<file path="config.mk">
export PLATFORM = sky130hd
export DESIGN_NAME = csa_seq_adder_ctrl
export DESIGN_NICKNAME = d
export VERILOG_FILES = /design/src/rtl/csa_seq_adder_ctrl.sv
export SDC_FILE = /design/constraint.sdc
export NUM_CORES = 1
export LEC_CHECK = 0
export BUFFER_PORTS_ARGS = -buffer_cell sky130_fd_sc_hd__buf_2
export CAP_MARGIN = 10
export CELL_PAD_IN_SITES_DETAIL_PLACEMENT = 0
export CELL_PAD_IN_SITES_GLOBAL_PLACEMENT = 1
export CORE_MARGIN = 3
export CORE_UTILIZATION = 38
export CTS_CLUSTER_SIZE = 10
export DETAILED_ROUTE_END_ITERATION = 7
export GPL_TIMING_DRIVEN = 0
export PLACE_DENSITY = 0.87
export SYNTH_ARGS = -nofsm -noshare
export SYNTH_HDL_FRONTEND = slang
export SYNTH_SLANG_ARGS = --single-unit
</file>
<file path="constraint.sdc">
create_clock -name clk -period 2.9 [get_ports clk]
set_input_delay 0.58 -clock clk [delete_from_list [all_inputs] [get_ports clk]]
set_output_delay 0.58 -clock clk [all_outputs]
set_load 0.01 [all_outputs]
</file>
<file path="src/rtl/csa_seq_adder_ctrl.sv">
// Sequential WIDTH-bit adder: one 4-bit carry-select slice is reused over NSLICE cycles,
// with the inter-slice carry held in a flop. Valid/ready handshakes on both sides.
module csa_seq_adder_ctrl #(
  parameter int WIDTH  = 16,
  parameter int NSLICE = WIDTH / 4
) (
  input  logic             clk,
  input  logic             rst,
  input  logic             in_valid,
  output logic             in_ready,
  input  logic [WIDTH-1:0] a,
  input  logic [WIDTH-1:0] b,
  input  logic             cin,
  output logic             out_valid,
  input  logic             out_ready,
  output logic [WIDTH-1:0] sum,
  output logic             cout,
  output logic             busy
);

  localparam int IW = (NSLICE > 1) ? $clog2(NSLICE) : 1;

  typedef enum logic [1:0] {
    IDLE = 2'd0,
    RUN  = 2'd1,
    DONE = 2'd2
  } state_t;

  state_t           state, state_next;
  logic [WIDTH-1:0] a_q, b_q, partial, partial_next;
  logic             carry;
  logic [IW-1:0]    idx;
  logic [3:0]       a4, b4;
  logic [4:0]       cand0, cand1, slice_res;
  logic             accept, last;

  // Handshake: a transfer happens on a rising edge where valid and ready are both high.
  // Inputs are ignored outside IDLE and out_ready is ignored outside DONE.
  assign accept = in_valid & in_ready;
  assign last   = (idx == IW'(NSLICE - 1));

  // Carry-select slice: both carry-in candidates are formed, the registered carry picks one.
  always_comb begin
    a4           = a_q[4*idx +: 4];
    b4           = b_q[4*idx +: 4];
    cand0        = {1'b0, a4} + {1'b0, b4};
    cand1        = cand0 + 5'd1;
    slice_res    = carry ? cand1 : cand0;
    partial_next = partial;
    partial_next[4*idx +: 4] = slice_res[3:0];
  end

  always_ff @(posedge clk) begin
    if (rst) state <= IDLE;
    else     state <= state_next;
  end

  always_comb begin
    state_next = state;
    in_ready   = 1'b0;
    out_valid  = 1'b0;
    busy       = 1'b0;
    case (state)
      IDLE: begin
        in_ready = 1'b1;
        if (in_valid) state_next = RUN;
      end
      RUN: begin
        busy = 1'b1;
        if (last) state_next = DONE;
      end
      DONE: begin
        busy      = 1'b1;
        out_valid = 1'b1;
        if (out_ready) state_next = IDLE;
      end
      default: state_next = IDLE;
    endcase
  end

  // sum/cout change only when the last slice completes, so partial values never leak out.
  always_ff @(posedge clk) begin
    if (rst) begin
      a_q     <= '0;
      b_q     <= '0;
      partial <= '0;
      carry   <= 1'b0;
      idx     <= '0;
      sum     <= '0;
      cout    <= 1'b0;
    end else begin
      case (state)
        IDLE: begin
          if (accept) begin
            a_q   <= a;
            b_q   <= b;
            carry <= cin;
            idx   <= '0;
          end
        end
        RUN: begin
          partial <= partial_next;
          carry   <= slice_res[4];
          idx     <= idx + IW'(1);
          if (last) begin
            sum  <= partial_next;
            cout <= slice_res[4];
          end
        end
        default: ;
      endcase
    end
  end

endmodule

</file>
==> flow_summary.yaml, run 1 <==
status:
  status: "finished clean"
place:
  port_buffers: 56
  gp_congestion: 0.8562
  placed_cells: 537
  dpl.hpwl_um: 5892
die:
  start_util_pct: 39.54
  io-pin-count: 57
  fp.dieH_um: 99.17
  placeableCoreArea_um2: 8341
  fp.dieW_um: 99.17
  die-area_um2: 9834
  num_rows: 33
setup_path:
  critPathMaxFanout: 8
  crit_required_ns: 3.12
  crit_chain: "buf_12 > mux4_2 > ha_4 > fa_2 > ha_1 > mux2_4 > and2_4 > a22oi_1 > nor2_1"
  cp_slowest_cell: "mux4_2"
  worst_setup_path_end_kind: "register"
  crit_path_start_kind: "register"
  crit_arrival_ns: 3.04
  path_class: "register to register"
  max_stage_delay_ns: 0.53
layout:
  synthToLayoutAreaGrowth_pct: 23.14
  antenna_cells: 0
  finalNonFillerCells: 560
  fillers: 831
  final_util_pct: 48.69
  drive_above_1_share_pct: 24.18
  nNetsFinal: 502
sta:
  period_share_pct: 97.25
  timing.slew.headroom_pct: 52.17
  tightestPinTransition_ns: 0.7156
  setup_viol: 0
  max_freq_ghz: 0.3546
  hold_violations: 0
  period_needed_ns: 2.820
  clock-skew-final_ns: 0.008698
  slew_violations: 0
synthesis:
  synthTopCellsByArea: "dfxtp_1 (42%), nand2_1 (8.9%), a21oi_1 (5.5%)"
  synth-seq-area-share_pct: 42.49
  syn-num-nets: 428
  synth.top_cell.area_share_pct: 42.49
  syn_area_per_cell_um2: 8.772
  synth-edff-count: 0
  syn_area_um2: 3298
  ys_warn_count: 0
  synth_top_cell_by_area: "dfxtp_1"
  synth_flop_cell: "dfxtp_1"
  yosysUniqueCellTypes: 43
  synth-seq-cells: 70
  async_flop_share_pct: 0
  syn_inst: 376
clock_tree:
  clk_pin_slew_ns: 0.07
  htreeDepth: 3
  cts_buffer_depth: 2
  cts_sinks: 70
  holdBufCountCts: 0
  numCtsBuffers: 9
  cts_tree: "built"
  root_buffer: "clkbuf_8"
  clk_latency_ns: 0.35
power:
  p_per_area_nw_per_um2: 775.2
  intPower_mw: 2.034
  power_frac_comb_pct: 35.7
  power_frac_seq_pct: 35.7
  vdd_ir_drop_max_uv: 321.0
  p_leak_nw: 1.660
  p_clk_share_pct: 28.6
  p_total_mw: 3.149
  swShare_pct: 35.40
  p_sw_mw: 1.115
flow_run:
  maxCapViolations: 0
global_route:
  grt_antenna_before_repair: 0
  grt_max_degree: 13
  grt-ovfl-total: 0
  grt_pass1_wl_um: 13320
  grt_pass1_vias: 2774
  grtUsageTotal_pct: 16.84
drt:
  drt.antenna.violating_nets: 0
  dr.pass1.iters: 5
  drc_errors: 0
  viasPerCell: 5.264
  vias: 2948
  post_drt_wl_per_cell_um: 14.62
  drt_iter0_drc: 114
  wirelength_um: 8189
hold_path:
  min_path_type: "register to register"
per-layer routing:
metal  track usage [%]  part of all wire [%]  wire, um
met4             4.622                   1.4       114
met3             3.927                   6.6       542
met2             28.15                    49      4024
met5                 0                     0         0
met1             21.87                    43      3508
kinds of logic (layout without fill, tap and decap cells):
| logic type | count (synthesis) | in the layout | synth area share, % |
|---|---|---|---|
| flip-flops | 70 | 70 | 42.49 |
| AND/OR/NAND/NOR | 151 | 151 | 21.28 |
| multiplexers | 11 | 11 | 6.411 |
| adder cells (fa/ha/maj) | 15 | 15 | 5.918 |
| XOR/XNOR | 4 | 4 | 1.062 |
| AO/OA/AOI/OAI | 90 | 90 | 18.51 |
| buffers and inverters | 35 | 114 | 4.324 |
metrics by stage:
step / TNS, ns / area, um2 / setup slack [ns] / hold slack [ns]
finish: 0 / 4061 / 0.07981 / 0.4559
global route: -0.0006000 / 4061 / -0.0006000 / 0.4654
CTS: 0 / 4018 / 0.01033 / 0.4484
detailed placement: -8.409 / 3715 / -0.4319 / 0.4454
global placement: -7.372 / 3715 / -0.3985 / 0.4400
floorplan: 0 / 3303 / 0.003973 / 0.4331
layout by cell type, fill, tap and decap left out, types with 2 or more instances in the layout:
| master | netlist | final |
|---|---|---|
| nand2_1 | 78 | 78 |
| dfxtp_1 | 70 | 69 |
| buf_2 | 3 | 59 |
| a21oi_1 | 36 | 36 |
| nor2_1 | 32 | 32 |
| clkbuf_1 | 18 | 17 |
| o21ai_0 | 14 | 14 |
| ha_1 | 14 | 13 |
| inv_1 | 12 | 12 |
| a221oi_1 | 12 | 12 |
| nor3_1 | 11 | 11 |
| clkbuf_8 | 0 | 11 |
| nand3_1 | 9 | 9 |
| buf_4 | 0 | 8 |
| mux4_2 | 8 | 8 |
| a22oi_1 | 8 | 6 |
| a32oi_1 | 5 | 5 |
| and2_1 | 5 | 4 |
| nor2b_1 | 4 | 4 |
| a211oi_1 | 4 | 3 |
| xor2_1 | 2 | 2 |
| a211oi_4 | 2 | 2 |
| and4b_1 | 2 | 2 |
| nand4_1 | 2 | 2 |
| nor4b_2 | 2 | 2 |
| nand2b_1 | 2 | 2 |
| mux2i_1 | 2 | 2 |
| a22oi_2 | 0 | 2 |
| bufinv_16 | 0 | 2 |
final timing paths:
path | startpoint | end | slack [ns] | cells after the start
setup / recovery | idx[0] | partial[9] | 0.08 | 9
hold / removal | a_q[13] | a_q[13] | 0.46 | 2
setup reg to reg | idx[0] | partial[9] | 0.08 | 9
hold reg to reg | a_q[13] | a_q[13] | 0.46 | 2
area by class of cell:
| type | count | area [um2] | area share [%] |
|---|---|---|---|
| multi-input combinational | 271 | 1804 | 44.42 |
| sequential | 70 | 1405 | 34.60 |
| timing repair buffer | 63 | 332.8 | 8.195 |
| clock buffer | 11 | 151.4 | 3.728 |
| tap | 105 | 131.4 | 3.235 |
| buffer | 23 | 110.1 | 2.711 |
| clock inverter | 5 | 81.33 | 2.002 |
| inverter | 12 | 45.04 | 1.109 |
synthesized netlist by cell type, types with 9 or more instances:
| library cell | n |
|---|---|
| nand3_1 | 9 |
| a21oi_1 | 36 |
| nor2_1 | 32 |
| dfxtp_1 | 70 |
| clkbuf_1 | 18 |
| ha_1 | 14 |
| nor3_1 | 11 |
| nand2_1 | 78 |
| o21ai_0 | 14 |
| inv_1 | 12 |
| a221oi_1 | 12 |
state kept, by name (all words and copies together), names as in the netlist:
name / flops
a_q: 16
cout: 1
state: 2
b_q: 16
carry: 1
idx: 2
sum: 16
partial: 16
worst max-delay path: cells and delay by family, from the launching register on:
family / cells / cell delay [ns]
AO/OA/AOI/OAI: 1 / 0.16
adder cells (fa/ha/maj): 3 / 0.95
buffers and inverters: 1 / 0.13
flip-flops: 1 / 0.36
multiplexers: 2 / 0.83
AND/OR/NAND/NOR: 2 / 0.25
power groups by stage:
stage	Combinational [mW]	Sequential (mW)	Clock (mW)
floorplan	0.766	1.13	0
global placement	1.01	1.15	0
detailed placement	1.03	1.15	0
CTS	1.10	1.12	0.918
global route	1.25	1.14	0.957
finish	1.12	1.12	0.901
repair_timing:
| item | 4_1_cts | 5_1_grt |
|---|---|---|
| buffers inserted | 4 | 3 |
| gates resized for setup | 11 | 5 |
| pin swaps | 1 | 3 |
| setup endpoints to repair | 26 | 17 |
Note: power is estimated with default switching activity, not from simulation.
==> run 2: changes to the inputs <==
- BUFFER_PORTS_ARGS: -buffer_cell sky130_fd_sc_hd__buf_2 -> unset
- CORE_UTILIZATION: 38 -> 42
- DONT_BUFFER_PORTS: unset -> 1
- PLACE_DENSITY: 0.87 -> 0.85
==> run 2 against run 1 <==
  * Total power grew 3.4%
  * Flip-flop and latch count is the same
  * Register-to-register slack is essentially flat
  * First-iteration DRC count grew 67%
  * Final cell count shrank 11%
==> flow_summary.yaml, run 2 (synthesis gave the netlist of run 1 again) <==
power:
  vdd_ir_drop_max_uv: 354.6
  p_per_area_nw_per_um2: 846.5
  p_leak_nw: 1.440
layout:
  regArea_um2: 1405
  final_cell_mix: "nand2_1 (78), dfxtp_1 (69), a21oi_1 (36)"
  multi_input_area_um2: 1826
  drive_above_1_share_pct: 14.00
  synthToLayoutAreaGrowth_pct: 16.62
  final_util_pct: 51.65
  layout_commonest_cell: "nand2_1"
  fillers: 725
  final_area_um2: 3846
  nNetsFinal: 447
  antenna_cells: 0
clock_tree:
  cts_buffer_depth: 2
  cts_sinks: 70
  clk_pin_slew_ns: 0.07
  cts_tree: "built"
  root_buffer: "clkbuf_8"
  htreeDepth: 3
  numCtsBuffers: 9
  holdBufCountCts: 0
  clk_latency_ns: 0.35
place:
  post-place-ws_ns: -0.4333
  gp_congestion: 0.8314
  place_area_um2: 3427
  dpl.hpwl_um: 5766
  port_buffers: 0
sta:
  fin_hold_ws_ns: 0.3550
  final.setup.tns_ns: 0
  max_freq_ghz: 0.3530
  worst_slack_ns: 0.06705
  clock-skew-final_ns: 0.004614
  setup_viol: 0
  period_needed_ns: 2.833
  timing.slew.headroom_pct: 49.84
  hold_violations: 0
  period_share_pct: 97.69
  tightestPinTransition_ns: 0.7504
  slew_violations: 0
setup_path:
  path_class: "register to register"
  startpoint: "idx[0]"
  r2r_cells: 9
  crit_path_start_kind: "register"
  crit_required_ns: 3.13
  r2r_end: "partial[13]"
  critPathMaxFanout: 5
  reg2reg_from: "idx[0]"
  crit_arrival_ns: 3.06
  worst_setup_path_end_kind: "register"
  rrSetupSlack_ns: 0.07
flow_run:
  maxCapViolations: 0
global_route:
  grt_max_degree: 13
  grtUsageTotal_pct: 19.24
  grt-ovfl-total: 0
  grt_pass1_vias: 2658
  grt_pass1_wl_um: 13230
  grt_antenna_before_repair: 0
die:
  start_util_pct: 44.29
  placeableCoreArea_um2: 7447
  fp.dieW_um: 94.62
  io-pin-count: 57
  die-area_um2: 8952
  num_rows: 31
  fp.dieH_um: 94.62
hold_path:
  min_from: "a[2]"
  hold-path-endpoint: "a_q[2]"
  hold_depth: 2
  min_path_type: "input port to register"
drt:
  dr.pass1.iters: 4
  drc_errors: 0
  drt.antenna.violating_nets: 0
  wirelength_um: 8198
  vias: 2762
  viasPerCell: 5.535
  drt_iter0_drc: 190
  post_drt_wl_per_cell_um: 16.43
status:
  status: "finished clean"
run 2: cell types whose count changed in the layout (fill, tap and decap cells not counted), sizes merged:
cell	change
buf	-55
bufinv	+1
clkinv	-1
run 2: critical path, stage by stage, from the launching register on:
cell and delay, ns:
dfxtp_4 0.37, buf_12 0.12, mux4_2 0.53, ha_4 0.19, fa_2 0.58, ha_4 0.21
mux2_4 0.30, and2_4 0.20, a22oi_1 0.16, nor2_1 0.05
run 2: cell type report:
class	count	share of cell area [%]
inverter	12	1.171
timing repair buffer	8	2.310
clock inverter	5	2.765
tap	99	3.221
multi-input combinational	271	47.46
sequential	70	36.53
clock buffer	11	3.676
buffer	23	2.863
run 2: per-layer routing:
metal	vias up	share of wire (%)	routed length, um	GRT usage [%]
met2	100	47	3843	30.06
li1	1370	-	-	-
met4	0	1.7	142	6.971
met5	-	0	0	0
met1	1279	44	3589	25.26
met3	13	7.6	622	5.578
run 2: timing repair:
item,CTS,global route
gates resized for setup,13,6
hold endpoints to repair,0,0
setup endpoints to repair,26,23
setup buffers,5,3
pin swaps,1,4
run 2: through the flow:
step | total power, mW | std cells
global route | 3.465 | 499
detailed placement | 2.147 | 475
global placement | 2.125 | 475
finish | 3.256 | 499
CTS | 3.205 | 496
floorplan | 1.899 | 376
run 2: worst max-delay path by stage:
stage	cells after the start	slack, ns	to
floorplan	9	0.004	partial[9]
global placement	9	-0.42	sum[6]
detailed placement	8	-0.43	sum[5]
CTS	9	0.009	sum[6]
global route	9	-0.0008	sum[2]
finish	9	0.07	partial[13]
run 2: where the power goes:
group	total, mW	switching, mW	leakage (nW)	internal, mW
logic	1.16	0.712	0.750	0.450
registers	1.13	0.0571	0.570	1.07
clock network	0.967	0.371	0.120	0.596
total	3.26	1.14	1.44	2.12
